==> src/rtl/rom_port_arbiter.sv <==
// Shares the 4-bank program ROM between instruction fetch (3-byte window) and MOVC (1 byte).
// Latency: data valid 2 cycles after the accept edge; acks are combinational, one grant per cycle, no bubbles.
module rom_port_arbiter #(
    parameter bit FAIR = 1'b1,
    parameter int AW   = 16
) (
    input  logic          clk,
    input  logic          rst,

    input  logic          if_req,
    input  logic [AW-1:0] if_pc,
    output logic          if_ack,
    input  logic          if_flush,
    output logic          if_valid,
    output logic [7:0]    if_data1,
    output logic [7:0]    if_data2,
    output logic [7:0]    if_data3,

    input  logic          mv_req,
    input  logic [AW-1:0] mv_addr,
    output logic          mv_ack,
    output logic          mv_valid,
    output logic [7:0]    mv_data,

    output logic [AW-3:0] rom_addr0,
    output logic [AW-3:0] rom_addr1,
    output logic [AW-3:0] rom_addr2,
    output logic [AW-3:0] rom_addr3,
    input  logic [7:0]    rom_data0,
    input  logic [7:0]    rom_data1,
    input  logic [7:0]    rom_data2,
    input  logic [7:0]    rom_data3
);
    localparam int WW = AW - 2;

    typedef enum logic {OWN_IF = 1'b0, OWN_MV = 1'b1} own_e;

    typedef struct packed {
        logic       vld;
        own_e       own;
        logic [1:0] s;
    } tag_t;

    logic          pref_mv;
    logic          accept;
    logic [AW-1:0] acc_addr;
    logic [WW-1:0] w;
    logic [WW-1:0] wt;
    logic [1:0]    s;
    logic [WW-1:0] addr_nxt [4];
    tag_t          tag_a;
    tag_t          tag_b;
    tag_t          tag_a_nxt;
    tag_t          tag_b_nxt;
    logic          fire_if;
    logic          fire_mv;
    logic [7:0]    bank [4];

    assign bank[0] = rom_data0;
    assign bank[1] = rom_data1;
    assign bank[2] = rom_data2;
    assign bank[3] = rom_data3;

    // pref_mv low means fetch wins the next conflict
    always_comb begin
        if_ack = 1'b0;
        mv_ack = 1'b0;
        if (!rst) begin
            if (if_req && mv_req) begin
                if (FAIR && pref_mv)
                    mv_ack = 1'b1;
                else
                    if_ack = 1'b1;
            end else begin
                if_ack = if_req;
                mv_ack = mv_req;
            end
        end
    end

    assign accept   = if_ack | mv_ack;
    assign acc_addr = if_ack ? if_pc : mv_addr;
    assign w        = acc_addr[AW-1:2];
    assign s        = acc_addr[1:0];
    assign wt       = w + WW'(1);

    // Banks below the start lane belong to the next word for an unaligned fetch window
    always_comb begin
        for (int b = 0; b < 4; b++)
            addr_nxt[b] = w;
        if (if_ack) begin
            addr_nxt[0] = (s == 2'd0) ? w : wt;
            addr_nxt[1] = (s <= 2'd1) ? w : wt;
            addr_nxt[2] = (s == 2'd3) ? wt : w;
        end
    end

    always_comb begin
        tag_a_nxt = '0;
        if (accept) begin
            tag_a_nxt.vld = 1'b1;
            tag_a_nxt.own = mv_ack ? OWN_MV : OWN_IF;
            tag_a_nxt.s   = s;
        end
        tag_b_nxt = tag_a;
        if (if_flush && tag_a.own == OWN_IF)
            tag_b_nxt.vld = 1'b0;
    end

    // A flush on the edge that would deliver a fetch also drops that fetch
    assign fire_if = tag_b.vld && (tag_b.own == OWN_IF) && !if_flush;
    assign fire_mv = tag_b.vld && (tag_b.own == OWN_MV);

    always_ff @(posedge clk) begin
        if (rst) begin
            pref_mv   <= 1'b0;
            tag_a     <= '0;
            tag_b     <= '0;
            rom_addr0 <= '0;
            rom_addr1 <= '0;
            rom_addr2 <= '0;
            rom_addr3 <= '0;
            if_valid  <= 1'b0;
            mv_valid  <= 1'b0;
            if_data1  <= '0;
            if_data2  <= '0;
            if_data3  <= '0;
            mv_data   <= '0;
        end else begin
            if (accept) begin
                pref_mv   <= if_ack;
                rom_addr0 <= addr_nxt[0];
                rom_addr1 <= addr_nxt[1];
                rom_addr2 <= addr_nxt[2];
                rom_addr3 <= addr_nxt[3];
            end
            tag_a    <= tag_a_nxt;
            tag_b    <= tag_b_nxt;
            if_valid <= fire_if;
            mv_valid <= fire_mv;
            if (fire_if) begin
                if_data1 <= bank[tag_b.s];
                if_data2 <= bank[tag_b.s + 2'd1];
                if_data3 <= bank[tag_b.s + 2'd2];
            end
            if (fire_mv)
                mv_data <= bank[tag_b.s];
        end
    end

endmodule

==> config.mk <==
export PLATFORM = sky130hd
export DESIGN_NAME = rom_port_arbiter
export DESIGN_NICKNAME = d
export VERILOG_FILES = /design/src/rtl/rom_port_arbiter.sv
export SDC_FILE = /design/constraint.sdc
export NUM_CORES = 1
export LEC_CHECK = 0
export ABC_CLOCK_PERIOD_IN_PS = 4130
export BUFFER_PORTS_ARGS = -buffer_cell sky130_fd_sc_hd__buf_4
export CORE_MARGIN = 5
export CORE_UTILIZATION = 55
export CTS_CLUSTER_DIAMETER = 80
export DETAILED_ROUTE_END_ITERATION = 10
export GPL_TIMING_DRIVEN = 1
export PLACE_DENSITY = 0.85
export SYNTH_ARGS = -nofsm -noshare
export SYNTH_HDL_FRONTEND = slang
export SYNTH_SLANG_ARGS = --single-unit
==> constraint.sdc <==
create_clock -name clk -period 4.13 [get_ports clk]
set_clock_uncertainty 0.2 [all_clocks]
set_input_delay 0.2065 -clock clk [delete_from_list [all_inputs] [get_ports clk]]
set_output_delay 0.2065 -clock clk [all_outputs]
set_load 0.01 [all_outputs]
# Yosys cells after proc, flatten, opt, wreduce, memory -nomap -nowiden
# Cells that the tools add are included.
classes:
  n_bitwise: 7
  reduce_logical: 9
  n_addsub: 3
  eq_ne: 1
  order_cmp: 4
  mux: 22
ops:
  columns: ["cell", "count"]
  rows:
  - ["$bmux W8 S2", 3]
  - ["$mux W8", 6]
  - ["$mux W14", 3]
  - ["$mux W42", 1]
  - ["$mux W16", 1]
  - ["$add A14 B1 Y14 const B", 1]
  - ["$ge A3 B3 Y1 const B", 3]
  - ["$not A2 Y3", 3]
  - ["$mux W1", 7]
  - ["$logic_and A1 B1 Y1", 5]
  - ["$mux W4", 1]
  - ["$reduce_or A2 Y1", 2]
  - ["$not A1 Y1", 3]
  - ["$add A2 B1 Y2 const B", 1]
  - ["$add A2 B2 Y2 const B", 1]
  - ["$eq A2 B2 Y1 const B", 1]
  - ["$le A2 B1 Y1 const B", 1]
  - ["$logic_not A2 Y1", 1]
  - ["$logic_not A1 Y1", 1]
  - ["$or A1 B1 Y1", 1]
totals:
  in_bits: 69
  ff_bits: 99

# Depth between registers and ports, before layout
logic_depth:
  ltp_word: 7
  ltp_mapped: 11
  depth_no_buf: 9

# Worst setup path before layout
# No wires, ideal clock.
synth_path:
  path_type: "register to register"
  from: "register pref_mv"
  to: "register rom_addr0[8]"
  setup_time_ps: 95
  stages_incl_launch_ff: 12
  path_slack_ps: 1531
  path_buffers: 2
  arrival_ps: 2303
  t_required_ps: 3835
  path_cell_list: "dfxtp_1 -> nand2_1 -> nand2_4 -> buf_2 -> mux2_2 -> ha_1 -> buf_2 -> and3_1 -> nand2_1 -> nor2_1 -> a32o_1 -> a221oi_1"
synth_between:
  elab_chain_cells: 7
synth_rtl:
  columns: ["element", "line", "text"]
  rows:
  - ["from (decl)", "44", "logic pref_mv;"]
  - ["from (signal assigned)", "131", "pref_mv <= if_ack;"]
  - ["$mux W1", "70", "if (FAIR && pref_mv)"]
  - ["$mux W1", "69", "if (if_req && mv_req) begin"]
  - ["$mux W1", "68", "if (!rst) begin"]
  - ["$mux W16", "82", "assign acc_addr = if_ack ? if_pc : mv_addr;"]
  - ["via acc_addr[3]", "46", "logic [AW-1:0] acc_addr;"]
  - ["$add A14 B1 Y14", "85", "assign wt = w + WW'(1);"]
  - ["$mux W14", "92", "addr_nxt[0] = (s == 2'd0) ? w : wt;"]
  - ["$mux W42", "91", "if (if_ack) begin"]
  - ["to (signal assigned)", "132", "rom_addr0 <= addr_nxt[0];"]
  - ["to (decl)", "25", "output logic [AW-3:0] rom_addr0,"]
# The timed path passes the listed nets, and every way through them passes these cells.
# A chain may end at the register's enable or synchronous reset.

# Worst setup path after layout
layout_path:
  from: "input port if_req"
  to: "register rom_addr3[3]"
layout_between:
  elab_chain_cells: 4
layout_rtl:
  columns: ["element", "line", "text"]
  rows:
  - ["from (decl)", "10", "input logic if_req,"]
  - ["$logic_and A1 B1 Y1", "69", null]
  - ["$mux W1", "69", null]
  - ["$mux W1", "68", null]
  - ["$mux W16 / $or A1 B1 Y1 (equally long branches)", "82, 81", null]
  - ["to (signal assigned)", "135", "rom_addr3 <= addr_nxt[3];"]
  - ["to (decl)", "28", "output logic [AW-3:0] rom_addr3,"]
# Several ways; a longest one is shown, not always the timed one.

==> out/results.tsv <==
metric	value	unit
Seq cells post-synth	99	
WHS Endpoint	rom_addr0[0]	
Inserted Diodes	0	
Synth Instances	592	
initial antenna violation count	0	
post-synthesis net count	662	
f_max	319	MHz
drt wl/cell	20.0	um
non-filler cells, final	855	
Max VDD drop	220	uV
max cap viols	0	
PnR Total Power	2.13	mW
crit path from	if_req	
setup bufs post-CTS	0	
Critical Path RT	4240	ps
CTS Sinks	99	
Pwr per Cell Area	321	nW/um^2
post-synthesis sequential area ratio	38.9	%
# IOs	161	
DR vias/cell	6.29	
headroom to the max-slew limit	31.6	%
TritonCTS buffer count	9	
share of cells above drive strength 1	29.7	%
FF-to-FF Start	pref_mv	
beginning of the worst hold path	if_pc[2]	
Least-Margin Pin Slew	1030	ps
Min-Delay Path Depth	4	
Register-to-Register Path Depth	8	
CTS max path bufs	2	
Setup crit start kind	input pin	
Final Hold Viols	0	
FF-to-FF setup slack	1240	ps
port bufs	160	
slowest CP cell	dlygate4sd3_1	
Critical Path End Type	register	
first-pass GRT wire length	26.4	mm
WL final	17.1	mm
status	completed	
vias in the first global route	5148	
CP peak stage delay	580	ps
Clk Latency, worst-skew pair	370	ps
GRT Util Overall	29.4	%
worst path bufs/invs	6	
H-tree lvl count	3	
Congestion Overflow GR	0	
Synth cell types	61	
Clock transition at path regs	110	ps
async set-reset flop share out of synthesis	0	%
CP delay by family, top	buffers and inverters	
Post-CTS Resized	0	
Die X	106	um
fin crit share	75.9	%
Post-synth EDFFs	0	
utilization after layout	72.6	%
Initial Utilization	55.7	%
core area	9150	um^2
synthesis-to-finish area growth	30.3	%
Cell Rows	35	
TritonCTS clock tree	done	
DR pass1 iterations	8	
placed cells	824	
die area	11300	um^2
Slew Viols, Final	0	
number of antenna-violating nets in the routed design	0	
fin nets	809	
Final min period	3140	ps
detailed placement HPWL	12.7	mm
post-synthesis instance area	5100	um^2
Final GP Congestion	0.895	
yosys warns	0	
largest net degree at the start of global routing	71	
min-delay worst type	in2reg	
Critical Path AT	3250	ps
Post-route DRC	0	
detailed-route via count	5377	
setup TNS	0	ps
Die Ht	106	um
type of the worst setup path	in2reg	
mean post-synth cell area	8.61	um^2
RR Endpoint	rom_addr3[3]	
RSZ-0062 raised after global routing	no	
setup violators final	0	
CTS root buf	clkbuf_8	
Cell Chain, Critical Path	dlygate4sd3_1 -> buf_4 -> nor2b_2 -> nand2_4 -> buf_4 -> inv_2 -> buf_4 -> nand2_1 -> a311oi_1 -> dlygate4sd3_1	
Synth Flop Type	dfxtp_1	
Worst Path Max Fanout	35	
Leak	2.68	nW
critical path's most frequent cell	buf_4	
DRT iter0 DRCs	386	
hold_ws	42.9	ps
-- tightest hold or removal path: cells and delay by family --
kind | cells | cell delay [ps]
AOI/OAI and AO/OA | 1 | 50
and+or+nand+nor | 2 | 180
buffers and inverters | 1 | 140
-- worst max-delay path by stage --
stage                    end  slack, ps  cells past startpoint
2_1_floorplan   rom_addr0[8]       1530                     11
6_report        rom_addr3[3]        990                     10
5_1_grt        rom_addr2[12]        860                     11
4_1_cts         rom_addr3[3]       1110                     10
3_5_place_dp   rom_addr2[12]       1010                     10
3_3_place_gp    rom_addr0[8]       1160                     10
-- state kept, by name, summed over array words and instances (netlist names) --
name and flops:
tag_b 4, mv_valid 1, rom_addr3 14, mv_data 8
rom_addr1 14, if_valid 1, rom_addr0 14, rom_addr2 14
if_data1 8, pref_mv 1, tag_a 4, if_data3 8
if_data2 8
-- cell type report --
type / count / area (um^2)
timing repair buffer: 182 / 1400
tap: 111 / 139
clock inverter: 7 / 70.1
fill: 715 / 2510
sequential: 99 / 1980
clock buffer: 9 / 124
multi-input combinational: 438 / 2890
inverter: 9 / 33.8
-- where the power goes --
group	total [mW]	switching [mW]	leakage, nW	internal [mW]
logic	0.477	0.257	1.77	0.219
registers	1.05	0.0359	0.813	1.01
clock network	0.611	0.375	0.100	0.236
total	2.13	0.669	2.68	1.46
-- layer usage --
metal	global-route usage (%)	vias to the layer above	wire length, um
met5	0	-	0
met2	49.9	388	8130
met1	36.6	2468	6410
met4	12.3	0	585
li1	-	2476	-
met3	5.59	45	1990
-- logic make-up after synthesis --
group | count (synthesis) | synth area share [%]
adders and majority gates | 1 | 0.245
AOI/OAI and AO/OA | 157 | 19.3
xor gates and xnor gates | 15 | 2.58
DFF | 99 | 38.9
buffers and inverters | 55 | 4.49
muxes | 37 | 13.5
and+or+nand+nor | 228 | 21.0
-- cell usage after synthesis (8+ instances only) --
master / n / share of area, %
nand2_1: 96 / 7.1
clkbuf_1: 28 / 2.1
nor2_1: 35 / 2.6
a31oi_1: 8 / 0.98
a211oi_1: 8 / 1.2
nor4_1: 8 / 0.98
a21oi_1: 58 / 5.7
o21ai_0: 36 / 3.5
mux4_2: 24 / 11
mux2i_1: 9 / 1.8
xor2_1: 8 / 1.4
dfxtp_1: 99 / 39
nand4_1: 12 / 1.5
buf_2: 9 / 0.88
nand3_1: 38 / 3.7
-- what timing repair did --
item	in CTS	in global routing
hold buffers	15	0
endpoints found under the hold margin	11	0
setup endpoints to repair	0	0
-- cell usage in the layout, fill, tap and decap left out, types with 3 or more instances in the layout --
master	instances
xor2_1	8
and3_1	7
and2_1	6
nor4_1	8
a21oi_1	58
nor3_1	7
clkbuf_8	9
a211o_1	3
nand2_1	96
a211oi_1	8
inv_1	7
a221oi_1	7
a311oi_1	6
mux2i_1	9
o21ai_0	36
buf_4	167
xnor2_1	7
o211ai_1	7
nand3_1	38
dlygate4sd3_1	15
dfxtp_1	99
o221ai_1	3
a31oi_1	8
nor2b_1	4
nand4_1	12
nor2_1	35
mux4_2	24
nand2b_1	3
-- through the flow --
step / instance area (um^2) / setup WS (ps)
after floorplan: 5100 / 1530
after global placement: 6300 / 1160
after detailed placement: 6300 / 1010
after CTS: 6640 / 1110
after global routing: 6640 / 858
final: 6640 / 994
Note: power is estimated with default switching activity, not from simulation.
